$ cat config.mk
export PLATFORM = sky130hd
export DESIGN_NAME = mc_control
export DESIGN_NICKNAME = d
export VERILOG_FILES = /design/src/rtl/mc_ctrl_pkg.sv /design/src/rtl/mc_ctrl_decode.sv /design/src/rtl/mc_control.sv
export SDC_FILE = /design/constraint.sdc
export NUM_CORES = 1
export LEC_CHECK = 0
export ABC_AREA = 0
export BUFFER_PORTS_ARGS = -buffer_cell sky130_fd_sc_hd__buf_2
export CORE_MARGIN = 5
export CORE_UTILIZATION = 39
export CTS_CLUSTER_DIAMETER = 40
export DETAILED_ROUTE_END_ITERATION = 10
export PLACE_DENSITY = 0.9
export SETUP_SLACK_MARGIN = 0.3
export SLEW_MARGIN = 30
export SYNTH_ARGS = -nofsm -noshare
export SYNTH_HDL_FRONTEND = slang
export SYNTH_SLANG_ARGS = --single-unit
$ cat constraint.sdc
create_clock -name clk -period 4.2 [get_ports clk]
set_input_delay 0.84 -clock clk [delete_from_list [all_inputs] [get_ports clk]]
set_output_delay 0.84 -clock clk [all_outputs]
set_load 0.05 [all_outputs]
$ cat src/rtl/mc_ctrl_pkg.sv
`default_nettype none
// ============================================================================
// Module   : mc_ctrl_pkg
// Purpose  : Shared types and encodings for the multi-cycle sequencer
//            (state enum, opcodes, PC-source and ALU-op select codes).
// Revision : 1.0 - initial release
// ============================================================================
package mc_ctrl_pkg;

    typedef enum logic [2:0] {
        ST_IDLE   = 3'd0,
        ST_FETCH  = 3'd1,
        ST_DECODE = 3'd2,
        ST_EXEC   = 3'd3,
        ST_MEM    = 3'd4,
        ST_WB     = 3'd5,
        ST_FAULT  = 3'd6
    } state_t;

    localparam logic [5:0] c_op_rtype = 6'b000000;
    localparam logic [5:0] c_op_addi  = 6'b001000;
    localparam logic [5:0] c_op_andi  = 6'b001100;
    localparam logic [5:0] c_op_ori   = 6'b001101;
    localparam logic [5:0] c_op_lw    = 6'b100011;
    localparam logic [5:0] c_op_sw    = 6'b101011;
    localparam logic [5:0] c_op_beq   = 6'b000100;
    localparam logic [5:0] c_op_j     = 6'b000010;

    localparam logic [1:0] c_pc_plus4  = 2'b00;
    localparam logic [1:0] c_pc_branch = 2'b01;
    localparam logic [1:0] c_pc_jump   = 2'b10;

    localparam logic [1:0] c_alu_add   = 2'b00;
    localparam logic [1:0] c_alu_sub   = 2'b01;
    localparam logic [1:0] c_alu_funct = 2'b10;
    localparam logic [1:0] c_alu_logic = 2'b11;

    // Zero-extension is selected by opcode bits 3 and 2 (andi/ori family).
    function automatic logic ext_zero_mode(input logic [5:0] op);
        return op[3] & op[2];
    endfunction

endpackage
`default_nettype wire

$ cat src/rtl/mc_ctrl_decode.sv
`default_nettype none
// ============================================================================
// Module   : mc_ctrl_decode
// Purpose  : Combinational opcode classifier for the multi-cycle sequencer.
// Revision : 1.0 - initial release
// ============================================================================
module mc_ctrl_decode
    import mc_ctrl_pkg::*;
(
    input  logic [5:0] opcode,
    output logic       is_rtype,
    output logic       is_imm,
    output logic       is_logic,
    output logic       is_load,
    output logic       is_store,
    output logic       is_branch,
    output logic       is_jump,
    output logic       illegal
);

    always_comb begin
        is_rtype  = 1'b0;
        is_imm    = 1'b0;
        is_logic  = 1'b0;
        is_load   = 1'b0;
        is_store  = 1'b0;
        is_branch = 1'b0;
        is_jump   = 1'b0;
        illegal   = 1'b0;
        case (opcode)
            c_op_rtype: is_rtype = 1'b1;
            c_op_addi:  is_imm   = 1'b1;
            c_op_andi,
            c_op_ori: begin
                is_imm   = 1'b1;
                is_logic = 1'b1;
            end
            c_op_lw:    is_load   = 1'b1;
            c_op_sw:    is_store  = 1'b1;
            c_op_beq:   is_branch = 1'b1;
            c_op_j:     is_jump   = 1'b1;
            default:    illegal   = 1'b1;
        endcase
    end

endmodule
`default_nettype wire

$ cat src/rtl/mc_control.sv
`default_nettype none
// ============================================================================
// Module   : mc_control
// Purpose  : Multi-cycle FETCH/DECODE/EXEC/MEM/WB sequencer with memory
//            handshakes and datapath selects. Define MC_CTRL_TIMEOUT_EN to
//            build the acknowledge-timeout watchdog and sticky FAULT state.
// Revision : 1.0 - initial release
// ============================================================================
module mc_control
    import mc_ctrl_pkg::*;
#(
    parameter int unsigned TIMEOUT = 255
)
(
    input  logic        clk,
    input  logic        reset,
    output logic        imem_req,
    input  logic        imem_ack,
    input  logic [31:0] instr,
    output logic        dmem_req,
    output logic        dmem_we,
    input  logic        dmem_ack,
    input  logic        alu_zero,
    output logic        ir_write,
    output logic        pc_write,
    output logic [1:0]  pc_src,
    output logic        alu_src,
    output logic [1:0]  alu_op,
    output logic        ext_zero,
    output logic        reg_dst,
    output logic        mem_to_reg,
    output logic        reg_write,
    output logic        illegal,
    output logic        fault
);

    state_t     r_state;
    state_t     w_state_next;
    logic [5:0] r_opcode;
    logic       w_timeout;

    logic w_is_rtype, w_is_imm, w_is_logic, w_is_load;
    logic w_is_store, w_is_branch, w_is_jump, w_illegal;

    // Only the opcode field steers control; the rest belongs to the datapath.
    logic w_unused_instr;
    assign w_unused_instr = ^instr[25:0];

    mc_ctrl_decode u_decode (
        .opcode    (r_opcode),
        .is_rtype  (w_is_rtype),
        .is_imm    (w_is_imm),
        .is_logic  (w_is_logic),
        .is_load   (w_is_load),
        .is_store  (w_is_store),
        .is_branch (w_is_branch),
        .is_jump   (w_is_jump),
        .illegal   (w_illegal)
    );

    always_ff @(posedge clk or posedge reset) begin
        if (reset) begin
            r_state  <= ST_IDLE;
            r_opcode <= '0;
        end else begin
            r_state <= w_state_next;
            if (r_state == ST_FETCH && imem_ack) begin
                r_opcode <= instr[31:26];
            end
        end
    end

`ifdef MC_CTRL_TIMEOUT_EN
    localparam int unsigned         c_wait_w    = $clog2(TIMEOUT + 1);
    localparam logic [c_wait_w-1:0] c_wait_last = c_wait_w'(TIMEOUT - 1);
    localparam logic [c_wait_w-1:0] c_wait_one  = c_wait_w'(1);

    logic [c_wait_w-1:0] r_wait;

    // Restarts whenever a wait state is entered; otherwise counts ack-low cycles.
    always_ff @(posedge clk or posedge reset) begin
        if (reset) begin
            r_wait <= '0;
        end else if ((r_state != ST_FETCH && r_state != ST_MEM) ||
                     (w_state_next != r_state)) begin
            r_wait <= '0;
        end else begin
            r_wait <= r_wait + c_wait_one;
        end
    end

    assign w_timeout = (r_wait == c_wait_last);
    assign fault     = (r_state == ST_FAULT);
`else
    logic w_unused_timeout;
    assign w_unused_timeout = (TIMEOUT == 0);
    assign w_timeout        = 1'b0;
    assign fault            = 1'b0;
`endif

    always_comb begin
        w_state_next = r_state;
        imem_req     = 1'b0;
        dmem_req     = 1'b0;
        dmem_we      = 1'b0;
        ir_write     = 1'b0;
        pc_write     = 1'b0;
        pc_src       = c_pc_plus4;
        alu_src      = 1'b0;
        alu_op       = c_alu_add;
        ext_zero     = 1'b0;
        reg_dst      = 1'b0;
        mem_to_reg   = 1'b0;
        reg_write    = 1'b0;
        illegal      = 1'b0;

        if (r_state == ST_DECODE || r_state == ST_EXEC ||
            r_state == ST_MEM    || r_state == ST_WB) begin
            ext_zero = ext_zero_mode(r_opcode);
        end

        // ALU selects stay put after EXEC so the result is stable for MEM/WB.
        if (r_state == ST_EXEC || r_state == ST_MEM || r_state == ST_WB) begin
            alu_src = w_is_imm | w_is_load | w_is_store;
            if (w_is_rtype) begin
                alu_op = c_alu_funct;
            end else if (w_is_logic) begin
                alu_op = c_alu_logic;
            end else if (w_is_branch) begin
                alu_op = c_alu_sub;
            end
        end

        case (r_state)
            ST_IDLE: w_state_next = ST_FETCH;
            ST_FETCH: begin
                imem_req = 1'b1;
                if (imem_ack) begin
                    ir_write     = 1'b1;
                    pc_write     = 1'b1;
                    w_state_next = ST_DECODE;
                end else if (w_timeout) begin
                    w_state_next = ST_FAULT;
                end
            end
            ST_DECODE: begin
                if (w_illegal) begin
                    illegal      = 1'b1;
                    w_state_next = ST_FETCH;
                end else begin
                    w_state_next = ST_EXEC;
                end
            end
            ST_EXEC: begin
                if (w_is_branch) begin
                    pc_write = alu_zero;
                    pc_src   = c_pc_branch;
                end
                if (w_is_jump) begin
                    pc_write = 1'b1;
                    pc_src   = c_pc_jump;
                end
                if (w_is_load || w_is_store) begin
                    w_state_next = ST_MEM;
                end else if (w_is_branch || w_is_jump) begin
                    w_state_next = ST_FETCH;
                end else begin
                    w_state_next = ST_WB;
                end
            end
            ST_MEM: begin
                dmem_req = 1'b1;
                dmem_we  = w_is_store;
                if (dmem_ack) begin
                    w_state_next = w_is_load ? ST_WB : ST_FETCH;
                end else if (w_timeout) begin
                    w_state_next = ST_FAULT;
                end
            end
            ST_WB: begin
                reg_write    = 1'b1;
                reg_dst      = w_is_rtype;
                mem_to_reg   = w_is_load;
                w_state_next = ST_FETCH;
            end
            ST_FAULT: w_state_next = ST_FAULT;
            default:  w_state_next = ST_IDLE;
        endcase
    end

endmodule
`default_nettype wire

# Word level (Yosys, flattened, before mapping)
# Cells that the tools add are included.
# op_classes
n_mux	35
bitwise	3
reduce_logical	15
n_eq_ne	15
# ops
cell	n
$mux W1	22
$eq A6 B4 Y1 const B	3
$pmux W3 S6	1
$mux W3	5
$eq A6 B6 Y1 const B	2
$mux W2	6
$eq A3 B3 Y1 const B	3
$reduce_or A8 Y1	1
$logic_or A1 B1 Y1	7
$eq A3 B2 Y1 const B	2
$eq A6 B2 Y1 const B	1
$eq A6 B3 Y1 const B	1
$logic_not A6 Y1	1
$ne A2 B2 Y1 const B	2
$reduce_or A2 Y1	2
$eq A3 B1 Y1 const B	1
$logic_not A3 Y1	1
$reduce_or A3 Y1	1
$or A1 B1 Y1	2
$pmux W1 S2	1
$reduce_and A2 Y1	1
$and A1 B1 Y1	1
$logic_and A1 B1 Y1	1
# word_totals
input_bits	37
register_bits	9

# Longest topological paths before layout
# logic_depth
ltp_word	6
depth_mapped	5
depth_no_buf	5

# Modules after synthesis
# A second synthesis with hierarchy kept.
# unflattened
hier_cells	76
area_unflattened_um2	705.7
# by_module_without_submodules
mod	seq_area_each_um2	cells_per_inst	instances	area_per_inst_um2
mc_control	225.2	57	1	576.8
mc_ctrl_decode	0.0	19	1	128.9

# Least setup slack after synthesis
# Ideal clock, no wire load.
# synth_path
kind	register -> output
from	register r_state[2]
to	output port pc_write
n_path_buf	0
slack_ps	687
path_stages_with_launch	4
t_arrival_ps	2673
required_ps	3360
cell_sequence	dfrtp_1 > nor3b_1 > nand2_1 > o21ai_0
# synth_via
elab_chain_len	2
# synth_lines
item	line	text
start, declared	mc_control.sv:37	state_t r_state;
start signal, assigned	mc_control.sv:66	r_state <= w_state_next;
$eq A3 B2 Y1 or $eq A3 B1 Y1 (tied branches)	mc_control.sv:134	case (r_state)
$pmux W1 S2 *	mc_control.sv:134	
end, declared	mc_control.sv:25	output logic pc_write,
# Every way passes the cells marked *; elsewhere a longest branch is shown, timed or not.

# Worst setup path in the final report
# layout_path
from	register r_opcode[2]
to	output port illegal
# layout_via
elab_chain_len	4
# layout_lines
item	line	text
start, declared	mc_control.sv:39	logic [5:0] r_opcode;
start signal, assigned	mc_control.sv:68	r_opcode <= instr[31:26];
$eq A6 B4 Y1 (tied with other cells)	mc_ctrl_decode.sv:30	case (opcode)
$reduce_or A8 Y1 (no source line) *	n/a	
$mux W1 *	mc_control.sv:147	if (w_illegal) begin
$mux W1 *	mc_control.sv:134	
end, declared	mc_control.sv:33	output logic illegal,
# Marked as above.

==> out/results.txt <==
Status: finished, final reports clean
Hold-fix buffers, CTS: 0
Initial core utilization: 0.407
Die span in y: 49.7 um
Setup TNS: 0 ns
Clk slew on worst S/H paths: 0.05 ns
Multi-input combinational cell area: 347 um2
Minimum clock period: 2.73 ns
Sequential-to-total area share from yosys stat: 0.367
Core area: 1510 um2
Most common cell after layout, fill and taps aside: buf_2
Worst Path Arrival: 1.89 ns
Max Slew Vio Count: 0
Post_cts resized: 0
Maximum number of pins on one net before global-route repair: 12
Post-Route WL: 1.50 mm
Sw frac: 0.555
Comb pwr share: 0.578
GR Util All Layers: 0.117
DRC: 0
Antenna violations before repair: 0
Crit-path max FO: 11
Layout area overhead: 25.1%
Post-route ant nets: 0
H-Tree Level Count: 1
Int Pwr: 0.000282 W
Worst-Skew Late Latency: 0.25 ns
I/O pins: 53
Port Buffers: 25
Critical path class: flip-flop to output port
Top cells by area, synth: dfrtp_1 37%, nand2_1 11%, o21ai_0 6.5%
Unique masters post-synth: 29
Clk sinks: 9
Fin util: 0.509
Hpwl dp: 1.21 mm
Hold Slack: 0.532 ns
Clk_skew: 0.00173 ns
RSZ-0062 raised after global routing: false
Clk network pwr share: 0.097
Longest Clk Path Bufs: 2
Leading cell types in the layout, fill and taps excluded: 25 x buf_2, 18 x nand2_1, 9 x dfrtp_1
Chip Width: 49.7 um
Netlist Area Pre-Place: 613 um2
First-pass GRT wire length: 2.26 mm
Row Count: 14
Die ar.: 2470 um2
Vias: 652
FILL cells: 131
CP Capture Type: output port
# Max-Cap Violations: 0
Gate Count Post-Synth: 80
NetSw: 0.000352 W
Clock root buffer: clkbuf_4
Final hold vios: 0
1st-pass router iterations: 5
Flip-flop and latch area: 225 um2
Pwr Density: 827 nW/um2
Number of buffers created by CTS: 3
Count of final setup violators: 0
Grt total ovfl: 0
Pwr Total: 0.000635 W
Seq pwr share: 0.325
Vias per cell: 5.34
Critical path launch point type: flip-flop
R2R Setup Slk: 2.68 ns
Post-CTS setup buffers: 0
Synth warn: 0
Final period util: 0.650
Total inserted antenna cells: 0
Vias in the first global route: 549
Leak Pwr: 0.416 nW
Initial DRC count: 10
Share of post-route cells with drive strength above 1: 0.302
Max IR drop VDD: 0.335 mV
Syn avg cell area: 7.66 um2
Synth top area share: 0.367
CTS tree: done
Min-Delay Path Class: input port to async pin
Fmax: 0.366 GHz
WL per Instance: 12.3 um
Req. time, crit path: 3.36 ns
Seq cells post-synth: 9
Largest area contributor in the synthesized netlist: dfrtp_1
Net count, final: 144
Syn_nets: 117
GPL Wtd Cong: 0.872
worst max-delay path, cell delays in order (launching register included):
cell and delay, ns:
dfrtp_1 0.54, nand2b_1 0.21, nor3_2 0.09, nor4_1 0.36, nor2b_1 0.17, buf_2 0.26
stage by stage:
stage,instances,instance area (um2),setup WS [ns]
after floorplan,80,613,0.687
after global placement,118,741,1.77
after detailed placement,118,741,1.73
after CTS,122,767,1.46
after global routing,122,767,1.34
final,122,767,1.47
cell usage after synthesis:
cell type / n
o2111a_1: 1
buf_2: 2
nor4_1: 3
or4_4: 1
nor3_2: 1
buf_4: 1
or3_1: 1
a31oi_1: 1
conb_1: 1
and3b_1: 1
nand3b_1: 1
nand2_1: 18
nor3b_1: 2
dfrtp_1: 9
a21oi_1: 2
o211ai_1: 1
o21ai_0: 8
a21oi_2: 1
clkinv_2: 1
inv_1: 5
and2_1: 1
o22a_1: 1
and3_1: 2
and2b_1: 1
nor2_1: 5
nor2b_1: 2
nand2b_1: 4
o21ai_1: 1
xnor2_1: 2
layout make-up:
cell class              instances  area share
clock buffers                   4      0.0343
inverters                       6      0.0310
multi-input cells              62       0.452
flip-flops and latches          9       0.294
well taps                      16      0.0261
repair buffers                 25       0.163
per-layer routing:
metal	routed length, um	GRT usage	vias up	share of wire
li1	-	-	322	-
met1	641	0.143	307	0.43
met2	751	0.186	19	0.50
met3	92	0.0241	4	0.061
met4	18	0.0655	0	0.012
met5	0	0	-	0
worst paths after layout:
kind,to,cells past startpoint,startpoint
worst min register to register,r_opcode[5]$_DFFE_PP0P_,2,r_opcode[5]$_DFFE_PP0P_
worst min-delay path,r_opcode[5]$_DFFE_PP0P_,2,reset
min in group clk,r_opcode[5]$_DFFE_PP0P_,2,r_opcode[5]$_DFFE_PP0P_
max in group asynchronous,r_opcode[4]$_DFFE_PP0P_,2,reset
worst max-delay path,illegal,5,r_opcode[2]$_DFFE_PP0P_
worst max register to register,r_state[2]$_DFFE_PP0P_,3,r_opcode[3]$_DFFE_PP0P_
cells by family (layout without fill, tap and decap cells):
kind of cell	after synthesis	after routing	synth area share
other	1	1	0.00612
xor gates and xnor gates	2	2	0.0286
buffers and inverters	9	35	0.0673
DFF	9	9	0.367
and+or+nand+nor	43	43	0.371
AOI/OAI and AO/OA	16	16	0.159
state kept, by name, summed over array words and instances, names as in the netlist:
signal / count
r_opcode: 6
r_state: 3
power groups by stage:
stage / clock network [W] / registers, W / logic [W]
4_1_cts: 0.0000644 / 0.000202 / 0.000369
5_1_grt: 0.0000665 / 0.000212 / 0.000399
3_5_place_dp: 0 / 0.000203 / 0.000366
6_report: 0.0000616 / 0.000206 / 0.000367
2_1_floorplan: 0 / 0.000169 / 0.000320
3_3_place_gp: 0 / 0.000198 / 0.000355
Power figures use the tool's default switching activity.
